File: src/rtl/ps2_key_decoder_pkg.sv
// Shared PS/2 constants: prefix and discard codes, arrow-key codes and frame FSM states.
// Latency: none (declarations only). Backpressure: none.
package ps2_key_decoder_pkg;

  localparam logic [7:0] PS2_PREFIX_EXT = 8'hE0;
  localparam logic [7:0] PS2_PREFIX_BRK = 8'hF0;

  // Controller/status bytes that never carry a key
  localparam logic [7:0] PS2_CODE_PAUSE  = 8'hE1;
  localparam logic [7:0] PS2_CODE_BAT_OK = 8'hAA;
  localparam logic [7:0] PS2_CODE_ACK    = 8'hFA;
  localparam logic [7:0] PS2_CODE_ECHO   = 8'hEE;
  localparam logic [7:0] PS2_CODE_RESEND = 8'hFE;
  localparam logic [7:0] PS2_CODE_ERR0   = 8'h00;
  localparam logic [7:0] PS2_CODE_ERR1   = 8'hFF;

  localparam logic [7:0] KEY_LEFT  = 8'h6B;
  localparam logic [7:0] KEY_RIGHT = 8'h74;
  localparam logic [7:0] KEY_UP    = 8'h75;
  localparam logic [7:0] KEY_DOWN  = 8'h72;

  typedef enum logic [1:0] {
    FRM_IDLE   = 2'd0,
    FRM_DATA   = 2'd1,
    FRM_PARITY = 2'd2,
    FRM_STOP   = 2'd3
  } frm_state_t;

  function automatic logic is_discard(input logic [7:0] b);
    return (b == PS2_CODE_PAUSE)  || (b == PS2_CODE_BAT_OK) ||
           (b == PS2_CODE_ACK)    || (b == PS2_CODE_ECHO)   ||
           (b == PS2_CODE_RESEND) || (b == PS2_CODE_ERR0)   ||
           (b == PS2_CODE_ERR1);
  endfunction

endpackage

File: src/rtl/ps2_rx_frame.sv
// PS/2 frame receiver: synchronizer, clock-fall detect, 11-bit frame FSM and timeout.
// Latency: rx_valid/rx_err combinational in the cycle the stop-bit fall is seen. Backpressure: none.
module ps2_rx_frame
  import ps2_key_decoder_pkg::*;
#(
  parameter int TIMEOUT_CYCLES = 50_000,
  parameter int SYNC_STAGES    = 2
) (
  input  logic       clk,
  input  logic       resetn,
  input  logic       ps2_clk,
  input  logic       ps2_dat,
  output logic [7:0] rx_byte,
  output logic       rx_valid,
  output logic       rx_err
);

  localparam int TO_W = $clog2(TIMEOUT_CYCLES);

  logic [SYNC_STAGES-1:0] clk_sync_q, clk_sync_d;
  logic [SYNC_STAGES-1:0] dat_sync_q, dat_sync_d;
  logic                   clk_prev_q, clk_prev_d;
  frm_state_t             state_q, state_d;
  logic [2:0]             cnt_q, cnt_d;
  logic [7:0]             shift_q, shift_d;
  logic                   par_q, par_d;
  logic [TO_W-1:0]        to_q, to_d;

  logic clk_s, dat_s, fall;

  assign clk_s   = clk_sync_q[SYNC_STAGES-1];
  assign dat_s   = dat_sync_q[SYNC_STAGES-1];
  assign fall    = clk_prev_q & ~clk_s;
  assign rx_byte = shift_q;

  always_comb begin
    clk_sync_d = {clk_sync_q[SYNC_STAGES-2:0], ps2_clk};
    dat_sync_d = {dat_sync_q[SYNC_STAGES-2:0], ps2_dat};
    clk_prev_d = clk_s;
    state_d    = state_q;
    cnt_d      = cnt_q;
    shift_d    = shift_q;
    par_d      = par_q;
    to_d       = (state_q == FRM_IDLE) ? '0 : to_q + TO_W'(1);
    rx_valid   = 1'b0;
    rx_err     = 1'b0;
    if (fall) begin
      to_d = '0;
      unique case (state_q)
        FRM_IDLE: begin
          if (!dat_s) begin
            state_d = FRM_DATA;
            cnt_d   = 3'd0;
          end
        end
        FRM_DATA: begin
          shift_d[cnt_q] = dat_s;
          cnt_d          = cnt_q + 3'd1;
          if (cnt_q == 3'd7) state_d = FRM_PARITY;
        end
        FRM_PARITY: begin
          par_d   = dat_s;
          state_d = FRM_STOP;
        end
        FRM_STOP: begin
          // Odd parity over data plus parity bit, and stop bit must be high
          if (dat_s && (^{shift_q, par_q})) rx_valid = 1'b1;
          else                              rx_err   = 1'b1;
          state_d = FRM_IDLE;
        end
        default: state_d = FRM_IDLE;
      endcase
    end else if (state_q != FRM_IDLE && to_q == TO_W'(TIMEOUT_CYCLES - 1)) begin
      rx_err  = 1'b1;
      state_d = FRM_IDLE;
      to_d    = '0;
    end
  end

  always_ff @(posedge clk or negedge resetn) begin
    if (!resetn) begin
      clk_sync_q <= '1;
      dat_sync_q <= '1;
      clk_prev_q <= 1'b1;
      state_q    <= FRM_IDLE;
      cnt_q      <= 3'd0;
      shift_q    <= 8'h00;
      par_q      <= 1'b0;
      to_q       <= '0;
    end else begin
      clk_sync_q <= clk_sync_d;
      dat_sync_q <= dat_sync_d;
      clk_prev_q <= clk_prev_d;
      state_q    <= state_d;
      cnt_q      <= cnt_d;
      shift_q    <= shift_d;
      par_q      <= par_d;
      to_q       <= to_d;
    end
  end

endmodule

File: src/rtl/ps2_key_decoder.sv
// PS/2 key decoder: folds E0/F0 prefixes into held keycode/make/ext levels with a 1-cycle strobe.
// Latency: SYNC_STAGES+1 clk after the raw stop-bit fall. Backpressure: none, events are not queued.
module ps2_key_decoder
  import ps2_key_decoder_pkg::*;
#(
  parameter int TIMEOUT_CYCLES = 50_000,
  parameter int SYNC_STAGES    = 2
) (
  input  logic       clk,
  input  logic       resetn,
  input  logic       ps2_clk,
  input  logic       ps2_dat,
  output logic [7:0] keycode,
  output logic       key_make,
  output logic       key_ext,
  output logic       key_strobe,
  output logic       frame_err
);

  logic [7:0] rx_byte;
  logic       rx_valid, rx_err;

  logic [7:0] keycode_q, keycode_d;
  logic       key_make_q, key_make_d;
  logic       key_ext_q, key_ext_d;
  logic       key_strobe_q, key_strobe_d;
  logic       frame_err_q, frame_err_d;
  logic       ext_pend_q, ext_pend_d;
  logic       brk_pend_q, brk_pend_d;

  ps2_rx_frame #(
    .TIMEOUT_CYCLES (TIMEOUT_CYCLES),
    .SYNC_STAGES    (SYNC_STAGES)
  ) u_rx (
    .clk      (clk),
    .resetn   (resetn),
    .ps2_clk  (ps2_clk),
    .ps2_dat  (ps2_dat),
    .rx_byte  (rx_byte),
    .rx_valid (rx_valid),
    .rx_err   (rx_err)
  );

  always_comb begin
    keycode_d    = keycode_q;
    key_make_d   = key_make_q;
    key_ext_d    = key_ext_q;
    key_strobe_d = 1'b0;
    frame_err_d  = 1'b0;
    ext_pend_d   = ext_pend_q;
    brk_pend_d   = brk_pend_q;
    if (rx_err) begin
      frame_err_d = 1'b1;
      ext_pend_d  = 1'b0;
      brk_pend_d  = 1'b0;
    end else if (rx_valid) begin
      if (rx_byte == PS2_PREFIX_EXT) begin
        ext_pend_d = 1'b1;
      end else if (rx_byte == PS2_PREFIX_BRK) begin
        brk_pend_d = 1'b1;
      end else begin
        ext_pend_d = 1'b0;
        brk_pend_d = 1'b0;
        if (!is_discard(rx_byte)) begin
          keycode_d    = rx_byte;
          key_ext_d    = ext_pend_q;
          key_make_d   = ~brk_pend_q;
          key_strobe_d = 1'b1;
        end
      end
    end
  end

  always_ff @(posedge clk or negedge resetn) begin
    if (!resetn) begin
      keycode_q    <= 8'h00;
      key_make_q   <= 1'b0;
      key_ext_q    <= 1'b0;
      key_strobe_q <= 1'b0;
      frame_err_q  <= 1'b0;
      ext_pend_q   <= 1'b0;
      brk_pend_q   <= 1'b0;
    end else begin
      keycode_q    <= keycode_d;
      key_make_q   <= key_make_d;
      key_ext_q    <= key_ext_d;
      key_strobe_q <= key_strobe_d;
      frame_err_q  <= frame_err_d;
      ext_pend_q   <= ext_pend_d;
      brk_pend_q   <= brk_pend_d;
    end
  end

  assign keycode    = keycode_q;
  assign key_make   = key_make_q;
  assign key_ext    = key_ext_q;
  assign key_strobe = key_strobe_q;
  assign frame_err  = frame_err_q;

endmodule
File: config.mk
export PLATFORM = sky130hd
export DESIGN_NAME = ps2_key_decoder
export DESIGN_NICKNAME = d
export VERILOG_FILES = /design/src/rtl/ps2_key_decoder_pkg.sv /design/src/rtl/ps2_rx_frame.sv /design/src/rtl/ps2_key_decoder.sv
export SDC_FILE = /design/constraint.sdc
export NUM_CORES = 1
export LEC_CHECK = 0
export BUFFER_PORTS_ARGS = -buffer_cell sky130_fd_sc_hd__buf_2
export CORE_MARGIN = 2
export CORE_UTILIZATION = 59
export CTS_BUF_LIST = sky130_fd_sc_hd__clkbuf_16
export DETAILED_ROUTE_END_ITERATION = 8
export PLACE_DENSITY_LB_ADDON = 0.25
export SLEW_MARGIN = 0
export SYNTH_ARGS = -nofsm -noshare
export SYNTH_HDL_FRONTEND = slang
export SYNTH_SLANG_ARGS = --single-unit
export TNS_END_PERCENT = 50
File: constraint.sdc
create_clock -name clk -period 2.7 [get_ports clk]
set_input_delay 0.405 -clock clk [delete_from_list [all_inputs] [get_ports clk]]
set_output_delay 0.405 -clock clk [all_outputs]
set_load 0.1 [all_outputs]
Yosys cells after proc, flatten, opt, wreduce, memory -nomap -nowiden
Cells that the tools add are included.
Widths: inputs -> output; s select.
Cells by class
  $lt $le $gt $ge: 2
  eq/ne operators: 18
  add/sub/neg operators: 2
  multiplexer cells: 34
  reduce and logical (&&, ||, !) cells: 23
  bitwise operators: 7
Operator list (count)
  $eq 8x8->1 const B: 8
  $mux 16: 3
  $mux 1: 22
  $add 16x1->16 const B: 1
  $eq 16x16->1 const B: 1
  $ne 3x3->1 const B: 3
  $reduce_xor 9->1: 1
  $bwmux 8: 1
  $logic_not 8->1: 1
  $mux 2: 4
  $pmux 2 s4: 1
  $reduce_and 2->1: 4
  $reduce_bool 2->1: 4
  $logic_or 1x1->1: 6
  $not 1->1: 6
  $pmux 3 s2: 1
  $reduce_and 3->1: 2
  $reduce_and 5->1: 1
  $eq 2x2->1 const B: 2
  $lt 3x4->1 const B: 1
  $ne 2x2->1 const B: 2
  $add 3x1->3 const B: 1
  $demux 1 s3: 1
  $eq 3x3->1 const B: 1
  6 further kinds: 8
Storage, ports and cells
  flip-flop bits (word level): 49
  bits of input ports: 4
  output and inout bits: 12
  logic and storage cells: 101

Logic depth before layout (Yosys ltp)
Gate-level depths: netlist (run 1).
  depth after elaboration: 12
  mapped depth: 8
  depth with buffers taken out: 7

By module
Synthesis (run 1) repeated with hierarchy kept, for this count alone.
Unflattened totals
  cell total of the unflattened synthesis: 213
  area total of the unflattened synthesis: 2379.8 um2
Modules (own cells, without submodules)
  ps2_rx_frame: cells each 162, sequential area each 882.1 um2, area each 1739.2 um2, times used 1
  ps2_key_decoder: cells each 51, sequential area each 350.3 um2, area each 640.6 um2, times used 1

Worst setup path before layout (run 1)
Ideal clock, no wire load.
  path type: reg2reg
  start: register u_rx.shift_q[6], in the netlist u_rx.rx_byte[6]
  end: register key_ext_q, in the netlist key_ext
  data required time: 2.574 ns
  stages on the path, launching flop included: 8
  setup time: 0.126 ns
  path buffers: 2
  setup slack: 0.546 ns
  period minus slack after synthesis: 2.154 ns
  data arrival time: 2.027 ns
  path through: dfrtp_1 buf_6 xnor2_1 xnor3_1 xor2_1 nor4_2 buf_6 mux2_4
Between the ends
  longest elaborated chain between the ends: 9
  elaborated cells on any way between the ends: 28
  those cells by class: eq/ne (8); mux (6); bitwise (4); reduce/logical (10)
RTL lines
  from (decl): RTL line ps2_rx_frame.sv:25  | logic [7:0] shift_q, shift_d;
  from (signal assigned): RTL line ps2_rx_frame.sv:96  | shift_q <= shift_d;
  $eq 8x8->1: RTL line ps2_key_decoder_pkg.sv:30  | return (b == PS2_CODE_PAUSE) || (b == PS2_CODE_BAT_OK) ||
  $logic_or 1x1->1 (2 in series): RTL line ps2_key_decoder_pkg.sv:30
  $logic_or 1x1->1 (2 in series): RTL line ps2_key_decoder_pkg.sv:31  | (b == PS2_CODE_ACK) || (b == PS2_CODE_ECHO) ||
  $logic_or 1x1->1 (2 in series): RTL line ps2_key_decoder_pkg.sv:32  | (b == PS2_CODE_RESEND) || (b == PS2_CODE_ERR0) ||
  $not 1->1 (no source line)
  $reduce_and 5->1 (no source line) (*)
  to (signal assigned): RTL line ps2_key_decoder.sv:86  | key_ext_q <= key_ext_d;
  to (decl): RTL line ps2_key_decoder.sv:25  | logic key_ext_q, key_ext_d;
Every way passes the cells marked *; elsewhere a longest branch is shown, timed or not.
A chain may end at the register's enable or synchronous reset.

Worst setup path in the final report (run 1)
  start: register u_rx.shift_q[6], in the netlist u_rx.rx_byte[6]
  end: register keycode_q[0], in the netlist keycode[0]
Between the ends
  longest elaborated chain between the ends: 9
  elaborated cells on any way between the ends: 28
  those cells by class: eq/ne (8); mux (6); bitwise (4); reduce/logical (10)
RTL lines
  $eq 8x8->1: RTL line ps2_key_decoder_pkg.sv:30
  $logic_or 1x1->1 (2 in series): RTL line ps2_key_decoder_pkg.sv:30
  $logic_or 1x1->1 (2 in series): RTL line ps2_key_decoder_pkg.sv:31
  $logic_or 1x1->1 (2 in series): RTL line ps2_key_decoder_pkg.sv:32
  $not 1->1 (no source line)
  $reduce_and 5->1 (no source line) (*)
  to (signal assigned): RTL line ps2_key_decoder.sv:84  | keycode_q <= keycode_d;
  to (decl): RTL line ps2_key_decoder.sv:23  | logic [7:0] keycode_q, keycode_d;
Marks and branches as above.

==> results.sh, run 1 <==
export IMPL_status="finished with violations"
export IMPL_crit_start="u_rx.rx_byte[6]"
export IMPL_total_power_uw=1916
export IMPL_dp_hpwl_um=2936
export IMPL_finalSetupTns_ns=0
export IMPL_portBuffers=15
export IMPL_async_reset_ff_share_pct=100.0
export IMPL_tightest_slew_ns=0.4885
export IMPL_start_util_pct=60.46
export IMPL_ys_seq_elements=49
export IMPL_viasPerCell=5.660
export IMPL_die_w_um=67.80
export IMPL_cts_resized=0
export IMPL_grt_pass1_wl_um=7003
export IMPL_finalInstanceArea_um2=2686
export IMPL_rows=23
export IMPL_peakVddDrop_mv=0.4262
export IMPL_antenna_found_initial=0
export IMPL_wl_per_cell_um=14.59
export IMPL_syn_area_per_cell_um2=10.91
export IMPL_clockBufferDepth=2
export IMPL_combPwrFrac_pct=19.0
export IMPL_cp_data_arrival_time_ns=2.49
export IMPL_final_max_slew_viol_count=0
export IMPL_syn_area_um2=2401
export IMPL_globalRoute_totalOverflow=0
export IMPL_met2_usage_pct=31.00
export IMPL_cts_tree="built"
export IMPL_gp_congestion=0.7882
export IMPL_period_minus_slack_ns=2.327
export IMPL_ios=16
export IMPL_post_dp_cell_area_um2=2524
export IMPL_rsz0062_at_grt="false"
export IMPL_nets=248
export IMPL_ys_types=41
export IMPL_worst_setup_path_type="reg2reg"
export IMPL_hp_class="in2async"
export IMPL_clk_latency_ns=0.28
export IMPL_die_height_um=67.80
export IMPL_drtIter0Drc=120
export IMPL_drive_above_1_share_pct=22.27
export IMPL_crit_path_end_kind="flop"
export IMPL_yosysTopAreaCellShare_pct=45.86
export IMPL_vias=1630
export IMPL_cts_root_buf="clkbuf_16"
export IMPL_synth_seq_area_share_pct=51.33
export IMPL_p_leak_uw=0.001226
export IMPL_drt_wl_total_um=4203
export IMPL_power_density_nw_per_um2=713.4
export IMPL_final_cell_mix="44 x dfrtp_1, 22 x nor2_1, 15 x buf_2"
export IMPL_grt_pass1_vias=1513
export IMPL_synth_edf_count=0
export IMPL_cp_start_kind="flop"
export IMPL_drc=0
export IMPL_skew_ns=0.002798
export IMPL_cts_sinks=49
export IMPL_intPower_uw=1385
export IMPL_ys_flop_type="dfrtp_1"
export IMPL_h_tree_depth=2
export IMPL_layout_commonest_cell="dfrtp_1"
export IMPL_syn_num_nets=231
export IMPL_clockPowerShare_pct=35.2
export IMPL_ant_nets=0
export IMPL_synthTopCellsByArea="dfrtp_1 46%, dfstp_2 5.5%, mux2_4 5.0%"
export IMPL_holdWs_ns=-0.001578
export IMPL_layout_worst_path_cycle_share_pct=86.19
export IMPL_required_ns=2.87
export IMPL_die_area_um2=4596
export IMPL_diodes=0
export IMPL_busiest_layer="met2"
export IMPL_max_cap_viol_count=0
export IMPL_yosysTopAreaCell="dfrtp_1"
export IMPL_dr_pass1_iters=4
export IMPL_fmax_mhz=429.7
export IMPL_cts_setup_buffers=0
export IMPL_fin_util_pct=67.64
export IMPL_relSlewSlack_pct=67.66
export IMPL_grt_use_met3_pct=5.667
export IMPL_grt_use_met1_pct=29.62
export IMPL_swShare_pct=27.75
export IMPL_grt_max_degree=37
export IMPL_holdBufCountCts=0
export IMPL_p_switching_uw=531.8
export IMPL_cts_clk_slew_worst_paths_ns=0.06
export IMPL_finalSetupViolations=0
export IMPL_seqPwrFrac_pct=45.8
export IMPL_r2r_start="u_rx.rx_byte[6]"
export IMPL_finalHoldViolCount=9
export IMPL_grt_total_usage_pct=20.84
export IMPL_core_area_um2=3971
export IMPL_syn_inst=220
export IMPL_cts_made_buffers=5
export IMPL_violations="negative hold slack"
export IMPL_cp_max_fo=11
export IMPL_yosysWarnings=0
export IMPL_area_growth_pct=11.88
-- final cells by class --
type,count,area [µm²]
well taps,50,62.56
inverters,9,33.78
clock buffers,5,125.1
clock inverters,3,37.54
flip-flops and latches,49,1232
fillers,302,1285
multi-input cells,152,1082
repair buffers,20,112.6
-- worst max-delay path, cell delays in order (launching register included) --
cell,delay (ns)
dfrtp_1,0.46
xnor2_1,0.25
xnor3_1,0.39
xor2_1,0.20
nor4_2,0.28
buf_4,0.27
mux2_2,0.36
-- sequential cells by signal (all words and copies together) (netlist names) --
name / flops
brk_pend_q: 1
ext_pend_q: 1
frame_err: 1
key_ext: 1
key_make: 1
key_strobe: 1
keycode: 8
u_rx.clk_prev_q: 1
u_rx.clk_sync_q: 2
u_rx.cnt_q: 3
u_rx.dat_sync_q: 2
u_rx.par_q: 1
u_rx.rx_byte: 8
u_rx.state_q: 2
u_rx.to_q: 16
-- metrics by stage --
step | hold slack (ns) | setup slack (ns) | cells
after CTS | 0.009413 | 0.3825 | 288
after global routing | 0.01930 | 0.2173 | 288
after global placement | 0.3093 | 0.5216 | 280
after floorplan | 0.1094 | 0.5465 | 220
final | -0.001578 | 0.3728 | 288
after detailed placement | 0.3108 | 0.4110 | 280
-- per-layer routing --
metal / part of all wire, % / wire [µm] / vias up
met5: 0 / 0 / -
li1: - / - / 790
met3: 6.3 / 263 / 6
met2: 45 / 1905 / 41
met4: 1.2 / 52 / 0
met1: 47 / 1982 / 793
-- worst paths after layout --
path | slack, ns | end | cells after the start
setup / recovery | 0.37 | keycode[0] | 6
hold / removal | -0.002 | u_rx.to_q[15] | 1
setup reg to reg | 0.37 | keycode[0] | 6
hold reg to reg | 0.36 | u_rx.clk_sync_q[1] | 0
max in group asynchronous | 1.93 | u_rx.clk_prev_q | 2
min in group clk | 0.22 | u_rx.clk_sync_q[0] | 1
-- cell usage after synthesis, drive strengths merged (5+ instances only) --
cell type,number
dfrtp,44
xnor2,13
nor2,22
nand3,13
dfstp,5
nand2,13
nor4,6
inv,9
clkbuf,8
mux2,16
ha,7
o21ai,12
-- cells by family after synthesis --
family / after synthesis / synth area share (%)
AND/OR/NAND/NOR: 82 / 17.72
flip-flops: 49 / 51.33
AO/OA/AOI/OAI: 26 / 6.566
buffers and inverters: 19 / 3.596
multiplexers: 19 / 10.01
XOR/XNOR: 18 / 7.139
adder cells (fa/ha/maj): 7 / 3.648
-- power by group through the flow --
stage	Sequential, µW	Clock (µW)	Combinational [µW]
2_1_floorplan	873	0	266
3_3_place_gp	889	0	358
3_5_place_dp	891	0	363
4_1_cts	877	687	366
5_1_grt	886	726	416
6_report	878	674	364
Note: power is estimated with default switching activity, not from simulation.
==> inputs of run 2 (changes only) <==
- MAX_ROUTING_LAYER: unset -> met4
==> run 2 against run 1 <==
Effect of this change:
- the flow still finishes with violations (negative hold slack)
- combinational power about the same
- power about the same
- clock power about the same
- clock skew about the same
- flip-flop and latch count unchanged
- maximum frequency about the same
- sequential share of layout area unchanged
- via count increased by 0.43%
- non-clock buffer count unchanged
- final cell count unchanged
- critical path depth unchanged
- largest power group unchanged
==> results.sh, run 2 (same netlist as run 1, synthesis figures left out) <==
export IMPL_status="finished with violations"
export IMPL_violations="negative hold slack"
export IMPL_cts_tree="built"
export IMPL_hp_class="in2async"
export IMPL_worst_setup_path_type="reg2reg"
export IMPL_cts_sinks=49
export IMPL_worstReg2RegEnd="keycode[0]"
export IMPL_finalSetupTns_ns=0
export IMPL_portBuffers=15
export IMPL_crit_path_end_kind="flop"
export IMPL_finalInstanceArea_um2=2686
export IMPL_antenna_found_initial=0
export IMPL_wl_per_cell_um=14.55
export IMPL_cts_made_buffers=5
export IMPL_p_leak_uw=0.001226
export IMPL_layout_commonest_cell="dfrtp_1"
export IMPL_drc=0
export IMPL_crit_slowest_cell="dfrtp_1"
export IMPL_area_growth_pct=11.88
export IMPL_finalHoldViolCount=9
export IMPL_rows=23
export IMPL_r2r_start="u_rx.rx_byte[6]"
export IMPL_skew_ns=0.002722
export IMPL_grt_max_degree=37
export IMPL_path_cells="xnor2_1, xnor3_1, xor2_1, nor4_2, buf_4, mux2_2"
export IMPL_grt_total_usage_pct=21.45
export IMPL_drive_above_1_share_pct=22.27
export IMPL_clk_latency_ns=0.28
export IMPL_gp_congestion=0.7992
export IMPL_ios=16
export IMPL_worst_r2r_path_depth=6
export IMPL_ant_nets=0
export IMPL_nets=248
export IMPL_layout_worst_path_cycle_share_pct=86.25
export IMPL_largest_register="u_rx.to_q"
export IMPL_reg2reg_setup_slack_ns=0.37
export IMPL_final_cell_mix="44 x dfrtp_1, 22 x nor2_1, 15 x buf_2"
export IMPL_post_dp_cell_area_um2=2524
export IMPL_required_ns=2.87
export IMPL_final_max_slew_viol_count=0
export IMPL_holdBufCountCts=0
export IMPL_max_cap_viol_count=0
export IMPL_critPathBufInv=1
export IMPL_finalSetupViolations=0
export IMPL_cts_setup_buffers=0
export IMPL_die_w_um=67.80
export IMPL_h_tree_depth=2
export IMPL_viasPerCell=5.684
export IMPL_power_density_nw_per_um2=713.3
export IMPL_drtIter0Drc=116
export IMPL_slowest_delay_ns=0.46
export IMPL_vias=1637
export IMPL_die_height_um=67.80
export IMPL_start_util_pct=60.46
export IMPL_tightest_slew_ns=0.4885
export IMPL_cts_resized=0
export IMPL_core_area_um2=3971
export IMPL_diodes=0
export IMPL_cts_clk_slew_worst_paths_ns=0.06
export IMPL_cp_data_arrival_time_ns=2.50
export IMPL_cts_root_buf="clkbuf_16"
export IMPL_crit_family="XOR/XNOR gates"
export IMPL_grt_pass1_vias=1510
export IMPL_cp_max_fo=11
export IMPL_dp_hpwl_um=2936
export IMPL_globalRoute_totalOverflow=0
export IMPL_dr_pass1_iters=4
export IMPL_peakVddDrop_mv=0.4264
export IMPL_rsz0062_at_grt="false"
export IMPL_relSlewSlack_pct=67.66
export IMPL_holdWs_ns=-0.001675
export IMPL_grt_pass1_wl_um=7010
export IMPL_cp_start_kind="flop"
export IMPL_largest_reg_flops=16
export IMPL_fmax_mhz=429.4
export IMPL_drt_wl_total_um=4190
export IMPL_clockBufferDepth=2
export IMPL_period_minus_slack_ns=2.329
export IMPL_die_area_um2=4596
[run 2: cell counts in the layout (fill, tap and decap cells not counted)]
No cell type changed its count.
[run 2: power by group]
group          switching [µW]  internal [µW]
Sequential               79.7            799
Combinational             208            156
Clock                     244            430
Total                     532           1380
[run 2: layout make-up]
type                       count  area [µm²]
fill                         302        1285
clock inverter                 3       37.54
clock buffer                   5       125.1
tap                           50       62.56
inverter                       9       33.78
multi-input combinational    152        1082
timing repair buffer          20       112.6
sequential                    49        1232
[run 2: worst max path at each step]
| stage | start | endpoint | cells past startpoint |
|---|---|---|---|
| after floorplan | u_rx.rx_byte[6] | key_ext | 7 |
| after global placement | u_rx.rx_byte[6] | keycode[0] | 6 |
| after detailed placement | u_rx.rx_byte[6] | keycode[0] | 6 |
| after CTS | u_rx.rx_byte[6] | keycode[0] | 6 |
| after global routing | u_rx.rx_byte[3] | keycode[0] | 6 |
| final | u_rx.rx_byte[6] | keycode[0] | 6 |
[run 2: through the flow]
| step | hold WS [ns] | total power [µW] | util [%] | worst slack, ns | std cells |
|---|---|---|---|---|---|
| 5_1_grt | 0.01929 | 2028 | 67.64 | 0.2173 | 288 |
| 3_3_place_gp | 0.3093 | 1247 | 63.55 | 0.5216 | 280 |
| 4_1_cts | 0.009413 | 1930 | 67.64 | 0.3825 | 288 |
| 3_5_place_dp | 0.3108 | 1254 | 63.55 | 0.4110 | 280 |
| 6_report | -0.001675 | 1916 | 67.64 | 0.3713 | 288 |
| 2_1_floorplan | 0.1094 | 1138 | - | 0.5465 | 220 |
[run 2: per-layer routing]
metal	GRT usage (%)	routed length, µm
met1	29.62	1988
met2	31.00	1904
met3	5.667	242
met4	6.750	55
met5	-	0
